$ cat config.mk
export PLATFORM = sky130hd
export DESIGN_NAME = maxnet_engine
export DESIGN_NICKNAME = d
export VERILOG_FILES = /design/src/rtl/maxnet_engine.sv
export SDC_FILE = /design/constraint.sdc
export NUM_CORES = 1
export LEC_CHECK = 0
export CORE_MARGIN = 3
export CORE_UTILIZATION = 30
export DETAILED_ROUTE_END_ITERATION = 8
export PLACE_DENSITY = 0.5
export SYNTH_ARGS = -nofsm -noshare
export SYNTH_HDL_FRONTEND = slang
export SYNTH_SLANG_ARGS = --single-unit
$ cat constraint.sdc
create_clock -name clk -period 10.4 [get_ports clk]
set_input_delay 1.56 -clock clk [delete_from_list [all_inputs] [get_ports clk]]
set_output_delay 1.56 -clock clk [all_outputs]
set_load 0.005 [all_outputs]
$ cat src/rtl/maxnet_engine.sv
// -----------------------------------------------------------------------------
// maxnet_engine
//   Iterative winner-take-all (MAXNET) competition between N neurons.
//   Activations and weights are signed 5-bit fixed point with 3 fractional bits.
//   Each iteration evaluates one weight row per cycle in CALC (N cycles), then
//   commits the new activations in UPDATE. Competition stops when at most one
//   neuron is still active or the iteration cap is reached.
//
// Ports
//   clk         clock, all state updates on the rising edge
//   rst         synchronous active-high reset, aborts any competition
//   start       begin a competition (only honoured in IDLE)
//   x_in        N signed 5-bit initial activations, neuron k at [5k+4:5k]
//   w_flat      N*N signed 5-bit weights, entry r*N+c, row r = destination
//   busy        competition in progress
//   done        one-cycle completion pulse
//   valid       exactly one surviving neuron
//   winner_idx  index of the survivor (0 when not valid)
//   winner_val  activation of the survivor (0 when not valid)
//   iter_count  iterations performed in the last / current competition
// -----------------------------------------------------------------------------
module maxnet_engine #(
  parameter int N     = 4,
  parameter int MAXIT = 15
) (
  input  logic                   clk,
  input  logic                   rst,
  input  logic                   start,
  input  logic [5*N-1:0]         x_in,
  input  logic [5*N*N-1:0]       w_flat,
  output logic                   busy,
  output logic                   done,
  output logic                   valid,
  output logic [$clog2(N)-1:0]   winner_idx,
  output logic [4:0]             winner_val,
  output logic [3:0]             iter_count
);

  localparam int IW = $clog2(N);
  localparam int CW = $clog2(N + 1);

  typedef enum logic [1:0] {S_IDLE, S_CALC, S_UPDATE, S_DONE} state_t;

  state_t r_state;
  state_t w_state_next;

  // Activations are always clamped to 0..15, so they are non-negative.
  logic [4:0]    r_x  [N];
  logic [4:0]    r_nx [N];
  logic [IW-1:0] r_row;
  logic [3:0]    r_iter;
  logic          r_busy;
  logic          r_done;
  logic          r_valid;
  logic [IW-1:0] r_widx;
  logic [4:0]    r_wval;

  // Phase strobes decoded from the state
  logic w_load;
  logic w_calc;
  logic w_update;
  logic w_finish;

  // ---------------------------------------------------------------------------
  // Row datapath: weights of the current row times the (frozen) activations
  // ---------------------------------------------------------------------------
  logic [4:0]         w_wrow [N];
  logic signed [11:0] w_prod [N];
  logic signed [11:0] w_acc;
  logic signed [11:0] w_shift;
  logic [4:0]         w_nx_val;

  genvar gi;
  generate
    for (gi = 0; gi < N; gi++) begin : g_row
      assign w_wrow[gi] = w_flat[5*(int'(r_row)*N + gi) +: 5];
      // Both operands widened to the accumulator width so the product is exact.
      assign w_prod[gi] = $signed({{7{w_wrow[gi][4]}}, w_wrow[gi]}) *
                          $signed({7'b0, r_x[gi]});
    end
  endgenerate

  always_comb begin
    w_acc = '0;
    for (int c = 0; c < N; c++) begin
      w_acc = w_acc + w_prod[c];
    end
  end

  // Arithmetic shift floors toward -inf; the result is then clamped to 0..15.
  assign w_shift = w_acc >>> 3;

  always_comb begin
    w_nx_val = w_shift[4:0];
    if (w_shift[11]) begin
      w_nx_val = 5'd0;
    end else if (w_shift > 12'sd15) begin
      w_nx_val = 5'd15;
    end
  end

  // ---------------------------------------------------------------------------
  // Survivor bookkeeping
  // ---------------------------------------------------------------------------
  logic [N-1:0]  w_nz_nx;
  logic [N-1:0]  w_nz_x;
  logic [CW-1:0] w_cnt_nx;
  logic [CW-1:0] w_cnt_x;
  logic [IW-1:0] w_win_idx;
  logic [4:0]    w_win_val;
  logic [3:0]    w_iter_inc;
  logic          w_last_iter;

  generate
    for (gi = 0; gi < N; gi++) begin : g_nz
      assign w_nz_nx[gi] = |r_nx[gi];
      assign w_nz_x[gi]  = |r_x[gi];
    end
  endgenerate

  always_comb begin
    w_cnt_nx  = '0;
    w_cnt_x   = '0;
    w_win_idx = '0;
    w_win_val = '0;
    for (int c = 0; c < N; c++) begin
      w_cnt_nx = w_cnt_nx + CW'(w_nz_nx[c]);
      w_cnt_x  = w_cnt_x + CW'(w_nz_x[c]);
      if (w_nz_x[c]) begin
        w_win_idx = IW'(c);
        w_win_val = r_x[c];
      end
    end
  end

  assign w_iter_inc  = r_iter + 4'd1;
  assign w_last_iter = (w_cnt_nx <= CW'(1)) || (w_iter_inc == 4'(MAXIT));

  // ---------------------------------------------------------------------------
  // FSM: state register
  // ---------------------------------------------------------------------------
  always_ff @(posedge clk) begin
    if (rst) begin
      r_state <= S_IDLE;
    end else begin
      r_state <= w_state_next;
    end
  end

  // FSM: next-state logic
  always_comb begin
    w_state_next = r_state;
    unique case (r_state)
      S_IDLE:   if (start) w_state_next = S_CALC;
      S_CALC:   if (r_row == IW'(N - 1)) w_state_next = S_UPDATE;
      S_UPDATE: w_state_next = w_last_iter ? S_DONE : S_CALC;
      S_DONE:   w_state_next = S_IDLE;
      default:  w_state_next = S_IDLE;
    endcase
  end

  // FSM: output decode (phase strobes driving the datapath registers)
  always_comb begin
    w_load   = 1'b0;
    w_calc   = 1'b0;
    w_update = 1'b0;
    w_finish = 1'b0;
    unique case (r_state)
      S_IDLE:   w_load   = start;
      S_CALC:   w_calc   = 1'b1;
      S_UPDATE: w_update = 1'b1;
      S_DONE:   w_finish = 1'b1;
      default:  ;
    endcase
  end

  // ---------------------------------------------------------------------------
  // Datapath registers
  // ---------------------------------------------------------------------------
  always_ff @(posedge clk) begin
    if (rst) begin
      for (int k = 0; k < N; k++) begin
        r_x[k]  <= '0;
        r_nx[k] <= '0;
      end
      r_row   <= '0;
      r_iter  <= '0;
      r_busy  <= 1'b0;
      r_done  <= 1'b0;
      r_valid <= 1'b0;
      r_widx  <= '0;
      r_wval  <= '0;
    end else begin
      r_done <= w_finish;

      if (w_load) begin
        // Negative inputs never compete; they enter as zero.
        for (int k = 0; k < N; k++) begin
          r_x[k] <= x_in[5*k+4] ? 5'd0 : x_in[5*k +: 5];
        end
        r_iter  <= '0;
        r_row   <= '0;
        r_busy  <= 1'b1;
        r_valid <= 1'b0;
        r_widx  <= '0;
        r_wval  <= '0;
      end

      if (w_calc) begin
        r_nx[r_row] <= w_nx_val;
        r_row       <= (r_row == IW'(N - 1)) ? '0 : r_row + 1'b1;
      end

      if (w_update) begin
        for (int k = 0; k < N; k++) begin
          r_x[k] <= r_nx[k];
        end
        r_iter <= w_iter_inc;
        r_row  <= '0;
      end

      if (w_finish) begin
        r_busy  <= 1'b0;
        r_valid <= (w_cnt_x == CW'(1));
        r_widx  <= (w_cnt_x == CW'(1)) ? w_win_idx : '0;
        r_wval  <= (w_cnt_x == CW'(1)) ? w_win_val : '0;
      end
    end
  end

  assign busy       = r_busy;
  assign done       = r_done;
  assign valid      = r_valid;
  assign winner_idx = r_widx;
  assign winner_val = r_wval;
  assign iter_count = r_iter;

endmodule

---- After elaboration in Yosys (flattened, before gate mapping) ----
Memories as Yosys holds them, arrays and structs flattened.
Cells that the tools add are included.
operators by class
  shift-type cells ........................ 4
  $add $sub $neg .......................... 14
  reductions and logical operators ........ 17
  $mul .................................... 8
  eq/ne operators ......................... 8
  muxes and demuxes ....................... 55
  $lt $le $gt $ge ......................... 2
  bitwise gates (word level) .............. 8
operator list
  operator                                            count
  indexed part select 80 x 9 -> 5 bit                 3
  two-way mux 5 bit                                   18
  indexed part select 80 x 8 -> 5 bit                 1
  OR reduction 5 bit                                  9
  multiplier 5 x 6 -> 11 bit                          4
  adder 12 x 11 -> 12 bit                             2
  multiplier 3 x 5 -> 8 bit, first input constant     3
  two-way mux 4 bit                                   6
  two-way mux 2 bit                                   11
  two-way mux 1 bit                                   19
  adder 11 x 11 -> 12 bit                             1
  adder 4 x 2 -> 5 bit, second input constant         2
  > comparator 9 x 5 -> 1 bit, second input constant  1
  bitwise OR 1 bit                                    8
  one-hot mux 2 bit (4 select lines)                  1
  adder 2 x 1 -> 3 bit                                2
  adder 3 x 1 -> 3 bit                                2
  equality test 2 bit, second input constant          3
  nonzero test 2 bit                                  3
  adder 4 x 1 -> 5 bit, second input constant         1
  multiplier 3 x 2 -> 5 bit, first input constant     1
  adder 1 x 1 -> 2 bit                                2
  adder 4 x 1 -> 4 bit, second input constant         1
  equality test 4 bit, second input constant          1
  other kinds (9)                                     11
word-level totals
  register bits ........................... 18
  bits of input ports ..................... 103
  bits in writable memories ............... 40
  memories kept ........................... 2
  output and inout port bits .............. 14
memories
  memory  words  bits a word  rd ports  clocked after Yosys merged registers in  write ports  RTL line  source
  r_nx    4      5            4         0                                        4            49        logic [4:0] r_nx [N];
  r_x     4      5            4         0                                        4            48        logic [4:0] r_x [N];

---- Longest topological paths before layout ----
Gate-level depths: netlist of run 1.
  depth in word-level cells ............... 11
  mapped depth ............................ 27
  mapped depth without buffers ............ 24

---- Worst setup path after synthesis of run 1 ----
No wires, ideal clock.
  path type ............................... input port to flip-flop
  start point ............................. input port w_flat[64]
  end point ............................... memory r_nx[0][3] (data pin)
  arrival ................................. 7.746 ns
  slack ................................... 2.386 ns
  buffers on the path ..................... 1
  stages .................................. 21
  setup time .............................. 0.268 ns
  path through ............................ mux4_2 inv_1 nor2_1 fa_1 inv_1 fa_1 fa_1 inv_1 fa_1 fa_1 fa_1 fa_1 ha_1 a211oi_1 o21bai_1 a21oi_1 mux2_2 nor4_1 mux2_4 buf_6 a21oi_1
RTL lines
  element          RTL line  source
  start, declared  30        input logic [5*N*N-1:0] w_flat,
  end, declared    49

==> impl_metrics.yaml, run 1 <==
grt:
  grt_pass1_vias: 5891
  overflow: 0
  grt_max_degree: 37
  track_usage_pct: 16.4
  antenna_found_initial: 3
  grt_pass1_wl_mm: 33.4
timing:
  clock-skew-final_ns: 0.00654
  setup_viol: 0
  max_clock_freq_ghz: 0.117
  fin_setup_tns_ns: 0
  slew_headroom_pct: 20.5
  tightest_slew_ns: 1.19
  grt_setup_unrepaired: "false"
  setup_slack_ns: 1.82
  timing.final.max_slew_violations: 0
  hold_violations: 0
  final.period_utilization_pct: 82.5
  layout_min_cycle_time_ns: 8.58
synth:
  seq_area_frac_synth_pct: 20.8
  yosys.area.top_type: "fa_1"
  avgSynthCellArea_sq_um: 9.95
  synth.distinct_cells: 54
  synth_top_flop_cell: "edfxtp_1"
  synthArstFlopShare_pct: 0
  syn_area_sq_um: 7470
  ys_ff_latch: 58
  syn_inst: 751
  yosys_warnings: 0
  synth.most_common_cell: "inv_1"
  synth_edf_count: 39
  yosys.area.top_type_share_pct: 26.3
  netlist_top_cells_count: "inv_1, fa_1, ha_1, and2_1, nor2_1"
  synth.area.top_cells: "fa_1, edfxtp_1, ha_1, inv_1, dfxtp_1"
cts:
  ctsHoldBuffers: 0
  numCtsBuffers: 9
  post-cts-setup-buffers: 0
  ctsRootBufferMaster: "clkbuf_16"
  cts_sinks: 58
  clk_pin_slew_worst_paths_ns: 0.05
  cts_resized: 0
  cts.path.max_buffers: 2
  h-tree-depth: 3
  insertion_delay_ns: 0.32
  cts_tree: "yes"
drt:
  ant_nets: 0
  drtIter0Drc: 252
  vias: 5545
  wl_met1_mm: 9.52
  wire_per_inst_um: 17.7
  drc: 0
  routed_wl_mm: 21.2
  wl_met2_mm: 10.3
  via_per_inst: 4.64
  drtPass1Iterations: 4
  route.met3.wl_mm: 1.03
  top_layer: "met5"
final_layout:
  nNetsFinal: 1137
  seq_area_sq_um: 1550
  area_growth_pct: 24.7
  drive_gt1_share_pct: 5.86
  multi_input_area_sq_um: 5290
  num-fill-cells: 2510
critical_path:
  cp_data_required_time_ns: 10.46
  reg2reg_slack_ns: 2.29
  critPathArrivalTime_ns: 8.64
  cp-end-kind: "flip-flop"
  worstPathMaxFanout: 16
  start_kind: "primary input"
  critical_path_class: "primary input to flip-flop"
flow_run:
  timing.max_cap.violations: 0
place:
  dp_worst_setup_slack_ns: 1.47
  portBuffers: 116
  place_hpwl_mm: 18.0
  gp_congestion: 0.820
min_path:
  hold_path.class: "flip-flop to flip-flop"
die:
  coreArea_sq_um: 24400
  design.die.area_sq_um: 26800
  pin_count: 117
  start_util_pct: 30.6
  dieHeight_um: 164
  die_w_um: 164
  rows: 57
status:
  status: "finished, final reports clean"
[metal layers]
layer / vias up / GRT usage, %
met3: 18 / 2.62
met1: 2711 / 22.1
met5: - / 0
met4: 2 / 3.96
li1: 2680 / -
met2: 134 / 27.9
[critical path: stages]
cell and delay, ns:
clkdlybuf4s50_1 0.39, mux2_2 0.25, o21ai_1 0.59, inv_1 0.14, fa_1 0.53, fa_1 0.55, inv_1 0.05, fa_1 0.48
inv_1 0.05, fa_1 0.52, fa_1 0.46, fa_1 0.54, fa_1 0.50, ha_1 0.39, a211oi_1 0.32, o21bai_1 0.12
a21oi_1 0.16, mux2_2 0.36, nor4_1 0.25, mux2_4 0.33, a21oi_1 0.10
[registers in the layout (all words and copies together), names as in the netlist]
| signal | cells |
|---|---|
| done | 1 |
| valid | 1 |
| winner_val | 5 |
| winner_idx | 2 |
| r_x | 20 |
| busy | 1 |
| r_row | 2 |
| r_nx | 20 |
| r_state | 2 |
| iter_count | 4 |
[worst paths after layout]
path / startpoint / to / cells past startpoint
min reg2reg: winner_val[3] / winner_val[3] / 2
min: winner_val[3] / winner_val[3] / 2
max: w_flat[14] / r_nx[2][1] / 21
max reg2reg: r_row[0] / r_nx[2][1] / 20
[cell type report]
class,instances,area share [%]
Antenna cell,1,0.0269
Clock buffer,10,2.46
Clock inverter,6,1.13
Inverter,144,5.83
Multi-Input combinational cell,533,56.8
Sequential cell,58,16.7
Tap cell,324,4.35
Timing Repair Buffer,119,12.7
[stage by stage]
| stage | hold slack [ns] | area, sq um | util [%] | cells |
|---|---|---|---|---|
| 2_1_floorplan | 0.448 | 7480 | - | 754 |
| 3_3_place_gp | 0.441 | 8980 | 36.8 | 1178 |
| 3_5_place_dp | 0.443 | 8980 | 36.8 | 1178 |
| 4_1_cts | 0.450 | 9310 | 38.2 | 1194 |
| 5_1_grt | 0.467 | 9310 | 38.2 | 1194 |
| 6_report | 0.449 | 9310 | 38.2 | 1195 |
[cell usage in the layout (no fill, tap or decap), drive strengths merged, types with 4 or more instances in the layout]
| cell type | instances |
|---|---|
| clkdlybuf4s50 | 116 |
| dfxtp | 19 |
| mux2 | 5 |
| a22oi | 8 |
| a22o | 12 |
| inv | 144 |
| a21o | 4 |
| nor4 | 5 |
| conb | 4 |
| mux2i | 12 |
| nand2b | 7 |
| a211oi | 4 |
| nor2 | 55 |
| o21bai | 4 |
| ha | 71 |
| a21oi | 35 |
| xnor2 | 10 |
| nor2b | 7 |
| nand2 | 49 |
| edfxtp | 39 |
| and2 | 58 |
| o21a | 7 |
| clkbuf | 10 |
| mux4 | 17 |
| or2 | 5 |
| fa | 98 |
| o21ai | 19 |
| nor3 | 12 |
[kinds of logic after synthesis]
group / count (synthesis) / synth area share (%)
buffers and inverters: 163 / 8.56
multiplexers: 34 / 7.64
adder cells (fa/ha/maj): 169 / 38.2
XOR/XNOR: 13 / 1.52
other: 1 / 0.0502
flip-flops: 58 / 20.8
AO/OA/AOI/OAI: 99 / 8.86
AND/OR/NAND/NOR: 214 / 14.5
Power of run 1 is left out: the tool's default activity adds up to more than one toggle a clock period on the data nets, which glitch-free logic cannot reach.
==> run 2, diff against run 1 <==
==> constraint.sdc (replaced) <==
create_clock -name clk -period 8 [get_ports clk]
set_input_delay 1.2 -clock clk [delete_from_list [all_inputs] [get_ports clk]]
set_output_delay 1.2 -clock clk [all_outputs]
set_load 0.005 [all_outputs]
==> run 2 against run 1 <==
Register-to-register slack worse by 1.8 ns. Critical path depth stayed put. Non-clock buffer count is 46 higher. Sequential share of layout area is 0.99 points lower. Critical path type unchanged. Highest routed layer is now met4.
==> impl_metrics.yaml, run 2 (synthesized netlist as in run 1, its figures left out) <==
status:
  status: "finished, final reports clean"
die:
  dieHeight_um: 164
  coreArea_sq_um: 24400
  die_w_um: 164
  pin_count: 117
  design.die.area_sq_um: 26800
  rows: 57
  start_util_pct: 30.6
timing:
  timing.final.max_slew_violations: 0
  final.period_utilization_pct: 98.2
  hold_violations: 0
  layout_min_cycle_time_ns: 7.86
  fin_setup_tns_ns: 0
  max_clock_freq_ghz: 0.127
  clock-skew-final_ns: 0.00493
  setup_viol: 0
  slew_headroom_pct: 24.0
  tightest_slew_ns: 1.14
flow_run:
  timing.max_cap.violations: 0
critical_path:
  crit_chain: "clkdlybuf4s50_1 -> mux4_2 -> and2_4 -> fa_1 -> ha_4 -> ha_4 -> fa_1 -> fa_1 -> fa_1 -> fa_1 -> and3b_1 -> mux2i_1 -> nor2_1 -> fa_2 -> a211oi_4 -> o21bai_1 -> a21oi_1 -> mux2_4 -> nor4_4 -> mux2_4 -> a21oi_1"
  cp-end-kind: "flip-flop"
  worstPathMaxFanout: 8
  crit_slowest_cell: "mux4_2"
  reg2reg_to: "r_nx[1][0]"
  path_buf_inv: 1
  critPathArrivalTime_ns: 7.92
  start_kind: "primary input"
  cp_data_required_time_ns: 8.06
  critical_path_class: "primary input to flip-flop"
  reg2reg_slack_ns: 0.49
  cpPeakStageDelay_ns: 0.57
  cpMostUsedCell: "fa_1"
  path_delay_family: "adder cells"
  reg2reg_from: "r_row[0]"
  ff2ff_path_depth: 21
min_path:
  min-delay-start: "winner_val[3]"
  min_path_cells: 2
  whs_endpoint: "winner_val[3]"
  hold_path.class: "flip-flop to flip-flop"
cts:
  cts.path.max_buffers: 2
  ctsHoldBuffers: 0
  clk_pin_slew_worst_paths_ns: 0.05
  h-tree-depth: 3
  numCtsBuffers: 9
  insertion_delay_ns: 0.33
  cts_sinks: 58
  ctsRootBufferMaster: "clkbuf_16"
  cts_tree: "yes"
drt:
  drtPass1Iterations: 5
  vias: 5825
  wire_per_inst_um: 17.7
  drtIter0Drc: 245
  ant_nets: 0
  routed_wl_mm: 22.0
  via_per_inst: 4.69
  drc: 0
final_layout:
  area_growth_pct: 32.5
  fin_util_pct: 40.6
  final_cell_area_sq_um: 9900
  layout_common_cells: "inv_1, clkdlybuf4s50_1, fa_1, ha_1, nor2_1"
  nNetsFinal: 1184
  antenna_cells: 0
  drive_gt1_share_pct: 15.0
  layout.cells.non_filler: 1241
  final_common_cell: "inv_1"
grt:
  track_usage_pct: 16.5
  grt_pass1_vias: 6046
  antenna_found_initial: 0
  grt_pass1_wl_mm: 33.6
  overflow: 0
  grt_max_degree: 37
place:
  portBuffers: 116
  place_inst: 1221
  place_hpwl_mm: 18.2
  gp_congestion: 0.851
  place_area_sq_um: 9310
==> run 2: cell count changes in the layout (fill, tap and decap cells not counted), moves of 3 or more <==
| cell | delta |
|---|---|
| clkdlybuf4s50_1 | -9 |
| and2_1 | -8 |
| inv_2 | +3 |
| and2_4 | +8 |
| ha_1 | -9 |
| a21oi_2 | +4 |
| dlymetal6s2s_1 | +9 |
| inv_1 | -3 |
| fa_2 | +9 |
| fa_1 | -9 |
| a21oi_1 | -4 |
| buf_4 | +44 |
| ha_4 | +9 |
==> run 2: worst max-delay path by stage <==
stage          slack [ns]  cells after the start          to       start
2_1_floorplan        0.35                     21  r_nx[0][3]  w_flat[64]
3_3_place_gp        -0.33                     20  r_nx[0][0]  w_flat[45]
3_5_place_dp        -0.34                     20  r_nx[2][2]  w_flat[45]
4_1_cts              0.03                     20  r_nx[2][0]  w_flat[45]
5_1_grt             -0.06                     21  r_nx[1][0]  w_flat[75]
6_report             0.14                     21  r_nx[1][0]  w_flat[75]
==> run 2: cell type report <==
type                       count  area [sq um]
fill                        2420         14500
sequential                    58          1550
inverter                     144           543
tap                          324           405
multi-input combinational    534          5520
clock inverter                 5          78.8
clock buffer                  11           233
timing repair buffer         165          1570
==> run 2: stage by stage <==
| stage | setup WS [ns] | hold WS (ns) |
|---|---|---|
| after floorplan | 0.346 | 0.448 |
| after global placement | -0.328 | 0.442 |
| after detailed placement | -0.344 | 0.444 |
| after CTS | 0.0331 | 0.451 |
| after global routing | -0.0580 | 0.471 |
| final | 0.145 | 0.448 |
==> run 2: routing by layer <==
layer | vias to the layer above | GRT usage (%) | part of all wire, %
met5 | - | 0 | 0
met4 | 0 | 4.34 | 2.1
met3 | 21 | 2.37 | 5.5
met2 | 175 | 27.4 | 47
met1 | 2848 | 22.6 | 45
li1 | 2781 | - | -
==> run 2: repair_timing <==
action | 4_1_cts | 5_1_grt
setup buffers | 0 | 4
endpoints found under the setup margin | 16 | 16
pin swaps | 0 | 39
resized for setup | 5 | 51
endpoints found under the hold margin | 0 | 0
cloned | 1 | 0
==> run 2: worst register-to-register path: cells and delay by family (launching register included) <==
family,cells,cell delay (ns)
fa+ha+maj,8,3.42
mux,4,1.46
simple gates,4,0.85
compound gates,4,0.65
flops,1,0.63
buf+inv,1,0.24
Power of run 2 is left out for the same reason.
==> run 3, diff against run 2 <==
--- a/config.mk
+++ b/config.mk
@@ -12,3 +12,4 @@
 export SYNTH_ARGS = -nofsm -noshare
 export SYNTH_HDL_FRONTEND = slang
 export SYNTH_SLANG_ARGS = --single-unit
+export TNS_END_PERCENT = 5
==> results of run 3 <==
No change in the layout: final DEF, timing and power equal those of run 2.
Power of run 3 is left out for the same reason.
